## src/rtl/regfile_mp.sv

```systemverilog
// Multi-port register file: NRP registered read ports, two write ports,
// write-first bypass, optional hardwired x0 and a per-register pending scoreboard.
module regfile_mp #(
  parameter  int XLEN     = 32,
  parameter  int NREG     = 32,
  parameter  int NRP      = 2,
  parameter  int ZERO_REG = 1,
  localparam int AW       = $clog2(NREG)
) (
  input  logic                CLK,
  input  logic                RSTn,
  input  logic                stall,
  input  logic                ren,
  input  logic [NRP*AW-1:0]   radd,
  output logic [NRP*XLEN-1:0] rdata,
  output logic [NRP-1:0]      rbusy,
  input  logic                wen0,
  input  logic [AW-1:0]       wadd0,
  input  logic [XLEN-1:0]     wdata0,
  input  logic                wen1,
  input  logic [AW-1:0]       wadd1,
  input  logic [XLEN-1:0]     wdata1,
  input  logic                set_en,
  input  logic [AW-1:0]       set_add,
  output logic [NREG-1:0]     busy
);

  logic [XLEN-1:0]     regs [NREG];
  logic [NREG-1:0]     busy_q;
  logic [NREG-1:0]     busy_nxt;
  logic [AW-1:0]       ra [NRP];
  logic [NRP*XLEN-1:0] rdata_nxt;
  logic [NRP-1:0]      rbusy_nxt;
  logic                wr0_ok;
  logic                wr1_ok;

  assign busy   = busy_q;
  assign wr0_ok = wen0 && !((ZERO_REG != 0) && (wadd0 == '0));
  assign wr1_ok = wen1 && !((ZERO_REG != 0) && (wadd1 == '0));

  always_comb begin
    for (int unsigned k = 0; k < NRP; k++) begin
      ra[k] = radd[k*AW +: AW];
    end
  end

  // Clears first, then set, so a new issue overrides a same-cycle writeback.
  always_comb begin
    busy_nxt = busy_q;
    if (wen0)   busy_nxt[wadd0]   = 1'b0;
    if (wen1)   busy_nxt[wadd1]   = 1'b0;
    if (set_en) busy_nxt[set_add] = 1'b1;
    if (ZERO_REG != 0) busy_nxt[0] = 1'b0;
  end

  always_comb begin
    rdata_nxt = '0;
    rbusy_nxt = '0;
    if (ren) begin
      for (int unsigned k = 0; k < NRP; k++) begin
        if ((ZERO_REG != 0) && (ra[k] == '0)) begin
          rdata_nxt[k*XLEN +: XLEN] = '0;
        end else if (wen1 && (wadd1 == ra[k])) begin
          rdata_nxt[k*XLEN +: XLEN] = wdata1;
        end else if (wen0 && (wadd0 == ra[k])) begin
          rdata_nxt[k*XLEN +: XLEN] = wdata0;
        end else begin
          rdata_nxt[k*XLEN +: XLEN] = regs[ra[k]];
        end
        rbusy_nxt[k] = busy_nxt[ra[k]];
      end
    end
  end

  // Port 1 is assigned last so it wins a same-address collision.
  always_ff @(posedge CLK or negedge RSTn) begin
    if (!RSTn) begin
      for (int unsigned i = 0; i < NREG; i++) begin
        regs[i] <= '0;
      end
    end else if (!stall) begin
      if (wr0_ok) regs[wadd0] <= wdata0;
      if (wr1_ok) regs[wadd1] <= wdata1;
    end
  end

  always_ff @(posedge CLK or negedge RSTn) begin
    if (!RSTn) begin
      busy_q <= '0;
      rdata  <= '0;
      rbusy  <= '0;
    end else if (!stall) begin
      busy_q <= busy_nxt;
      rdata  <= rdata_nxt;
      rbusy  <= rbusy_nxt;
    end
  end

endmodule

```

## config.mk

```make
export PLATFORM = sky130hd
export DESIGN_NAME = regfile_mp
export DESIGN_NICKNAME = d
export VERILOG_FILES = /design/src/rtl/regfile_mp.sv
export SDC_FILE = /design/constraint.sdc
export NUM_CORES = 2
export LEC_CHECK = 0
export BUFFER_PORTS_ARGS = -buffer_cell sky130_fd_sc_hd__buf_2
export CORE_MARGIN = 2
export CORE_UTILIZATION = 30
export CTS_CLUSTER_SIZE = 12
export DETAILED_ROUTE_END_ITERATION = 10
export PLACE_DENSITY_LB_ADDON = 0.12
export SYNTH_ARGS = -nofsm -noshare
export SYNTH_HDL_FRONTEND = slang
export SYNTH_SLANG_ARGS = --single-unit
export TNS_END_PERCENT = 100
```

## constraint.sdc

```tcl
create_clock -name CLK -period 1.8 [get_ports CLK]
set_clock_uncertainty 0.2 [all_clocks]
set_input_delay 0.27 -clock CLK [delete_from_list [all_inputs] [get_ports CLK]]
set_output_delay 0.27 -clock CLK [all_outputs]
set_load 0.01 [all_outputs]
```

==> qor.txt <==
status -> complete, but fails checks
failing checks -> setup timing
top layer in use -> met5
Leak -> 39.2 nW
top cell type by total area after synthesis -> dfrtp_1
CP peak stage delay -> 0.55 ns
DRT iter0 DRCs -> 9578
DRT antenna net count -> 0
clk root buf -> clkbuf_16
Max Cap Viol -> 0
Multi-input gate area -> 39100 sq um
total gr overflow -> 0
core area -> 227000 sq um
Yosys top cell area share -> 41.0%
Worst Path Max Fanout -> 2
Die Y -> 481 um
Total Power -> 93.4 mW
Worst IR Drop VDD -> 0.00114 V
die width -> 481 um
Mapped Area -> 68300 sq um
Clock transition at path regs -> 0.06 ns
reg2reg end -> rdata[14]
first-pass GRT wire length -> 595 mm
non-filler cells in the finished layout -> 11.0k
Final Setup Violations -> 1083
number of flops mapped to enable cells by yosys -> 0
DR DRC count -> 0
Slew @ Worst Pin -> 0.926 ns
R2R depth -> 6
DRT met1 WL -> 168 mm
layout cell share with drive strength beyond 1 -> 40.9%
WHS -> 0.0584 ns
Hold Path Depth -> 4
metal2 WL -> 191 mm
DR vias -> 70.2k
final hold vios -> 0
Area Overhead vs Synth -> 40.6%
reg-to-reg critical path startpoint -> regs[174]
final core utilization -> 42.3%
DRT Wirelength -> 435 mm
CP max-delay cell -> mux4_2
Worst Hold End -> busy[26]
full die area -> 232000 sq um
Max Root-Sink Buffers -> 3
register area -> 28100 sq um
syn_nets -> 6753
cell mode on critical path -> mux4_2
nature of the critical path endpoint -> register
critical path cell sequence -> mux4_2, mux4_2, o21ai_4, nand3_2, buf_6, a22o_1
placer congestion estimate -> 0.963
H-tree levels -> 4
router iterations before antenna repair -> 6
Hold Crit Class -> primary input to register
hold wc startpoint -> set_add[3]
RSZ-0062 raised after global routing -> true
Ys Warns -> 0
Commonest cells post-synth -> dfrtp_1 (1121), nand2_1 (1121), o21ai_0 (925)
CTS buffer count -> 145
Rel. slew slack -> 38.3%
io pins -> 194
Yosys cell types -> 76
fillcell total -> 21.8k
Post-Place Cells -> 10.5k
fmax -> 401 MHz
post-synthesis sequential area ratio -> 41.0%
Layout Nets -> 7921
Primary FF master, synth -> dfrtp_1
Cell Pwr Density -> 973 nW/um^2
Setup crit start kind -> register
synth top area cells -> dfrtp_1 (41%), mux4_2 (20%), a22oi_1 (8.2%)
vias per inst -> 6.41
Worst Path Arrival -> 3.02 ns
vias in the first global route -> 69.8k
final worst-path cycle share -> 138%
dpl ws -> -1.51 ns
Met3 Routed Length -> 42.5 mm
Site Rows -> 175
fin area -> 96100 sq um
Async S/R FF share, synth -> 100%
Final Slew Violations -> 0
largest net degree at the start of global routing -> 145
clock sinks -> 1121
Syn Area/Cell -> 10.3 sq um
initial antenna violation count -> 26
worst path required time -> 2.33 ns
flops & latches, synth -> 1121
post-DP HPWL -> 301 mm
PortBufs -> 192
Placed Area -> 87800 sq um
path type of the worst setup path -> register to register
Cells after Synth -> 6657
R2R Setup Slk -> -0.69 ns
TritonCTS clock tree -> built
Tmin final -> 2.49 ns
GRT Util Overall -> 37.1%
Setup WS post-layout -> -0.691 ns
final setup TNS -> -179.51 ns
clk_lat worst skew -> 0.86 ns
drt wl/cell -> 39.7 um
starting density of the core -> 30.1%
## routing by layer
layer  up-vias  global-route usage, %
li1      27600                      -
met1     36600                   47.0
met2      4614                   55.5
met3      1324                   9.94
met4        16                   24.5
met5         -                      0
## timing repair
action,in CTS,in global routing
hold buffers,77,2
setup buffers,107,26
gates resized for setup,438,101
pin swaps,90,60
endpoints found under the hold margin,2187,42
endpoints found under the setup margin,183,1084
## state kept, by name, indices dropped and copies added (netlist names)
signal / count
regs: 1024
rdata: 64
busy: 31
rbusy: 2
## how the worst max path moves through the flow
| stage | slack (ns) | endpoint | from |
|---|---|---|---|
| floorplan | -0.52 | rdata[41] | radd[6] |
| global placement | -1.49 | rdata[36] | radd[6] |
| detailed placement | -1.51 | rdata[36] | radd[6] |
| CTS | -0.68 | rdata[14] | regs[174] |
| global route | -0.72 | rdata[14] | regs[174] |
| finish | -0.69 | rdata[14] | regs[174] |
## where the power goes
part | internal (mW) | total [mW] | switching, mW
clock network | 16.7 | 30.0 | 13.3
registers | 30.5 | 35.2 | 4.70
logic | 15.1 | 28.2 | 13.1
total | 62.4 | 93.4 | 31.1
## cell usage in the layout, fill, tap and decap left out, types with 16 or more instances in the layout
master,instances
buf_4,1201
dfrtp_1,1087
nand2_1,1072
mux4_2,609
a22oi_1,600
o21ai_0,500
o21ai_1,420
buf_12,401
o22a_1,178
buf_6,160
nor2_1,157
a22oi_2,147
clkbuf_16,146
a32oi_1,115
buf_2,106
dlygate4sd3_1,76
a22o_1,55
a31oi_1,54
nand3_1,51
o21ai_2,47
nor2_4,39
a211oi_1,39
nand2_2,37
clkbuf_8,37
nor2b_1,36
clkbuf_1,35
dfrtp_2,34
mux2i_1,33
a21oi_1,31
nand3_2,26
clkinv_2,25
a211oi_2,24
a221o_1,18
nor3_4,18
xor2_1,16
## area by class of cell
| cell class | count | area share (%) |
|---|---|---|
| repair buffers | 1952 | 21.1 |
| well taps | 3009 | 3.92 |
| diodes | 7 | 0.0182 |
| flip-flops and latches | 1121 | 29.2 |
| inverters | 18 | 0.0716 |
| multi-input cells | 4587 | 40.8 |
| clock buffers | 217 | 4.46 |
| clock inverters | 44 | 0.451 |
## cell families (layout without fill, tap and decap cells)
| logic type | count (synthesis) | after routing | share of synthesized area [%] |
|---|---|---|---|
| buffers and inverters | 949 | 2231 | 5.71 |
| flip-flops | 1121 | 1121 | 41.0 |
| other | 1 | 8 | 0.00549 |
| XOR/XNOR | 20 | 20 | 0.256 |
| AND/OR/NAND/NOR | 1583 | 1583 | 9.67 |
| AO/OA/AOI/OAI | 2332 | 2332 | 22.6 |
| multiplexers | 651 | 651 | 20.7 |
## worst max-delay path, delay by kind of cell (launching register included)
| kind | cells | cell delay, ns |
|---|---|---|
| buffers and inverters | 1 | 0.16 |
| multiplexers | 2 | 1.09 |
| flip-flops | 1 | 0.40 |
| AO/OA/AOI/OAI | 2 | 0.40 |
| AND/OR/NAND/NOR | 1 | 0.10 |
Power figures use the tool's default switching activity.
